**src/rtl/if_id_pipeline_reg.sv**
```systemverilog
// IF/ID pipeline register: captures PC+4 and instruction, exposes decoded fields.
// Optional performance counters are built when IFID_PERF_CNT_EN is defined.
module if_id_pipeline_reg #(
    parameter int               WIDTH     = 32,
    parameter logic [WIDTH-1:0] NOP_INSTR = 32'h0000_0000,
    parameter int               CNT_W     = 16
) (
    input  logic             clk,
    input  logic             rst_n,
    input  logic             stall_i,
    input  logic             flush_i,
    input  logic [WIDTH-1:0] if_pc4,
    input  logic [WIDTH-1:0] if_instr,
    input  logic             if_valid,
    output logic [WIDTH-1:0] id_pc4,
    output logic [WIDTH-1:0] id_instr,
    output logic             id_valid,
    output logic [5:0]       id_opcode,
    output logic [4:0]       id_rs,
    output logic [4:0]       id_rt,
    output logic [4:0]       id_rd,
    output logic [4:0]       id_shamt,
    output logic [5:0]       id_funct,
    output logic [15:0]      id_imm16,
    output logic [25:0]      id_jaddr,
    output logic [CNT_W-1:0] stall_cnt,
    output logic [CNT_W-1:0] flush_cnt
);

    logic [WIDTH-1:0] pc4_q,   pc4_d;
    logic [WIDTH-1:0] instr_q, instr_d;
    logic             valid_q, valid_d;

    // Flush outranks stall so a squashed instruction never lingers in ID.
    always_comb begin
        // NOTE: defaults first so every path assigns every _d; no latches inferred.
        pc4_d   = pc4_q;
        instr_d = instr_q;
        valid_d = valid_q;
        if (flush_i) begin
            pc4_d   = '0;
            instr_d = NOP_INSTR;
            valid_d = 1'b0;
        end else if (!stall_i) begin
            pc4_d   = if_pc4;
            instr_d = if_instr;
            valid_d = if_valid;
        end
    end

    always_ff @(posedge clk or negedge rst_n) begin
        // NOTE: non-blocking assignments for state; reset loads the bubble encoding.
        if (!rst_n) begin
            pc4_q   <= '0;
            instr_q <= NOP_INSTR;
            valid_q <= 1'b0;
        end else begin
            pc4_q   <= pc4_d;
            instr_q <= instr_d;
            valid_q <= valid_d;
        end
    end

    assign id_pc4    = pc4_q;
    assign id_instr  = instr_q;
    assign id_valid  = valid_q;

    // Field slices come straight off the register, adding no latency.
    assign id_opcode = instr_q[31:26];
    assign id_rs     = instr_q[25:21];
    assign id_rt     = instr_q[20:16];
    assign id_rd     = instr_q[15:11];
    assign id_shamt  = instr_q[10:6];
    assign id_funct  = instr_q[5:0];
    assign id_imm16  = instr_q[15:0];
    assign id_jaddr  = instr_q[25:0];

`ifdef IFID_PERF_CNT_EN
    logic [CNT_W-1:0] stall_cnt_q, stall_cnt_d;
    logic [CNT_W-1:0] flush_cnt_q, flush_cnt_d;

    // Saturating counters: a stall cycle that is also flushed counts as a flush only.
    always_comb begin
        stall_cnt_d = stall_cnt_q;
        flush_cnt_d = flush_cnt_q;
        if (stall_i && !flush_i && (stall_cnt_q != {CNT_W{1'b1}})) begin
            stall_cnt_d = stall_cnt_q + 1'b1;
        end
        if (flush_i && (flush_cnt_q != {CNT_W{1'b1}})) begin
            flush_cnt_d = flush_cnt_q + 1'b1;
        end
    end

    always_ff @(posedge clk or negedge rst_n) begin
        if (!rst_n) begin
            stall_cnt_q <= '0;
            flush_cnt_q <= '0;
        end else begin
            stall_cnt_q <= stall_cnt_d;
            flush_cnt_q <= flush_cnt_d;
        end
    end

    assign stall_cnt = stall_cnt_q;
    assign flush_cnt = flush_cnt_q;
`else
    assign stall_cnt = '0;
    assign flush_cnt = '0;
`endif

endmodule

```
**config.mk**
```make
export PLATFORM = sky130hd
export DESIGN_NAME = if_id_pipeline_reg
export DESIGN_NICKNAME = d
export VERILOG_FILES = /design/src/rtl/if_id_pipeline_reg.sv
export SDC_FILE = /design/constraint.sdc
export NUM_CORES = 1
export LEC_CHECK = 0
export ABC_CLOCK_PERIOD_IN_PS = 1400
export BUFFER_PORTS_ARGS = -buffer_cell sky130_fd_sc_hd__buf_4
export CAP_MARGIN = 20
export CORE_MARGIN = 4
export CORE_UTILIZATION = 31
export CTS_BUF_LIST = sky130_fd_sc_hd__clkbuf_8
export CTS_CLUSTER_DIAMETER = 150
export CTS_CLUSTER_SIZE = 12
export DETAILED_ROUTE_END_ITERATION = 16
export SLEW_MARGIN = 20
export SYNTH_ARGS = -nofsm -noshare
export SYNTH_HDL_FRONTEND = slang
export SYNTH_SLANG_ARGS = --single-unit
```
**constraint.sdc**
```tcl
create_clock -name clk -period 1.4 [get_ports clk]
set_input_delay 0.28 -clock clk [delete_from_list [all_inputs] [get_ports clk]]
set_output_delay 0.28 -clock clk [all_outputs]
set_load 0.01 [all_outputs]
```
==> impl_metrics.csv <==
group,metric,value,unit
run_status,status,"completed",
min_path,min_path_cells,3,
detailed_routing,wl_per_cell,13.4,microns
detailed_routing,drtIter0Drc,59,
grt,grt_max_degree,66,
power,irDropWorstVdd,418,uV
worst_setup_path,critPathBufInv,1,
power,powerDensity,985,nW/um^2
detailed_routing,firstDrtPassIters,4,
worst_setup_path,critPathTopFamily,"flip-flops",
cells_and_area,diodes,0,
detailed_routing,routed.top_layer,"met4",
floorplan,die_w,114,microns
sta,fin_crit_sh,88.1,%
placed_design,port_buffers,207,
logic_synthesis,avgSynthCellArea,11.0,sq um
detailed_routing,dr_wl_met3,902,microns
cts,cts_tree,"built",
cts,htreeDepth,3,
power,total_leakage_power,2.67,nW
cells_and_area,fin_nets,520,
sta,finalSetupViolCount,0,
detailed_routing,wirelength,8010,microns
worst_setup_path,crit_chain,"buf_4",
detailed_routing,vias,2452,
sta,rsz0062_at_grt,"false",
worst_setup_path,critPathMaxFanout,5,
cells_and_area,drive_above_1_share,49.8,%
logic_synthesis,ys_ff_latch,65,
worst_setup_path,crit_required,1.12,ns
worst_setup_path,start_kind,"flop",
detailed_routing,viasPerCell,4.11,
worst_setup_path,cpPeakStageDelay,0.44,ns
logic_synthesis,synthCells,316,
floorplan,dieHeight,114,microns
floorplan,ios,240,
grt,antenna_found_initial,0,
logic_synthesis,yosys_warnings,0,
detailed_routing,met2_length,4120,microns
floorplan,fp-row-count,38,
placed_design,dp_hpwl,6070,microns
cts,postCtsSetupBuffers,0,
sta,fin_hold_ws,0.177,ns
sta,period_needed,1.23,ns
detailed_routing,antenna_left,0,
cts,path_clk_slew,0.08,ns
worst_setup_path,crit_cells,1,
grt,grt_overflow,0,
sta,hold_viol,0,
cts,cts_sinks,65,
grt,grt_first_pass_wirelength,12200,microns
cells_and_area,final_area,4660,sq um
cts,cts_root_buf,"clkbuf_8",
cts,cts.path.max_buffers,2,
sta,setup_tns,0,ns
placed_design,gp_congestion,0.778,
worst_setup_path,crit_arrival,0.95,ns
logic_synthesis,syn_area,3470,sq um
sta,slew_violations,0,
worst_setup_path,cp-end-kind,"output pin",
floorplan,initial_core_util,31.8,%
min_path,hp-class,"input port to flop",
placed_design,dpl_cell_area,4460,sq um
logic_synthesis,ys_seq_area_share,46.9,%
grt,grt_pass1_vias,2425,
detailed_routing,drc_errors,0,
floorplan,die_area,12900,sq um
cells_and_area,area_growth,34.5,%
worst_setup_path,r2r_setup_slack,0.62,ns
sta,fmax,0.811,GHz
grt,track_usage,11.8,%
worst_setup_path,rr_worst_depth,2,
floorplan,core-area,10900,sq um
worst_setup_path,cp_slowest_cell,"dfrtp_1",
flow_run,cap_violations,0,
cts,numCtsBuffers,9,
cts,clk_latency,0.33,ns
sta,finalClockSkew,0,ns
detailed_routing,m1WireLength,2830,microns
logic_synthesis,ys_types,10,
worst_setup_path,critical_path_class,"flop to output pin",
-- worst register-to-register path, delay by kind of cell (launching register included) --
kind	cells	cell delay [ns]
muxes	1	0.16
DFF	1	0.44
and+or+nand+nor	1	0.06
-- final timing paths --
check | startpoint | endpoint
min in group asynchronous | rst_n | id_instr[30]
hold reg to reg | id_pc4[9] | id_pc4[9]
max in group asynchronous | rst_n | id_pc4[30]
setup / recovery | id_instr[2] | id_instr[2]
setup reg to reg | id_instr[2] | id_instr[2]
hold / removal | if_pc4[20] | id_pc4[20]
-- metrics by stage --
step,util (%),std cells,setup WS [ns],total power [mW]
2_1_floorplan,-,347,0.459,2.74
3_3_place_gp,40.9,579,0.324,3.08
3_5_place_dp,40.9,579,0.303,3.09
4_1_cts,42.8,596,0.125,4.71
5_1_grt,42.8,596,0.110,4.87
6_report,42.8,596,0.167,4.59
-- placed cells by master, fill, tap and decap left out, drive strengths merged --
master | netlist | layout
conb | 1 | 32
inv | 0 | 1
nor2 | 65 | 65
mux2i | 65 | 65
dfrtp | 65 | 65
clkinvlp | 0 | 1
clkbuf | 2 | 9
dlygate4sd3 | 0 | 1
clkinv | 0 | 4
bufinv | 0 | 1
buf | 118 | 212
-- area by class of cell --
type | instances | area [sq um]
well taps | 140 | 175
multi-input cells | 162 | 1010
clock buffers | 9 | 124
fillers | 1080 | 6220
repair buffers | 213 | 1650
flip-flops and latches | 65 | 1630
clock inverters | 7 | 72.6
-- cells in the mapped netlist --
master      n  area [sq um]
clkbuf_1    2          7.51
mux2i_1    65           651
buf_6       1          11.3
nor2_1     65           244
conb_1      1          3.75
buf_1       4          15.0
buf_4     107           803
buf_12      5           100
buf_2       1          5.00
dfrtp_1    65          1630
-- sequential cells by signal, summed over array words and instances, names as in the netlist --
name / flops
id_instr: 32
id_pc4: 32
id_valid: 1
-- repair_timing --
action                                  4_1_cts  5_1_grt
endpoints found under the setup margin        0        0
resized for setup                             0        0
endpoints found under the hold margin        11        0
hold buffers                                  1        0
-- logic make-up after synthesis --
group | share of synthesized area [%]
mux | 18.8
simple gates | 7.04
buf+inv | 27.2
flops | 46.9
other cells | 0.108
-- report_power, final --
part	total, mW	internal, mW	switching [mW]
sequential	2.08	1.98	0.0961
combinational	0.964	0.520	0.444
clock	1.55	0.821	0.730
-- metal layers --
metal  up-vias  GRT usage [%]
met2       140           20.1
li1       1141              -
met1      1156           13.4
met5         -              0
met4         0           4.33
met3        15           4.46
Note: power is estimated with default switching activity, not from simulation.
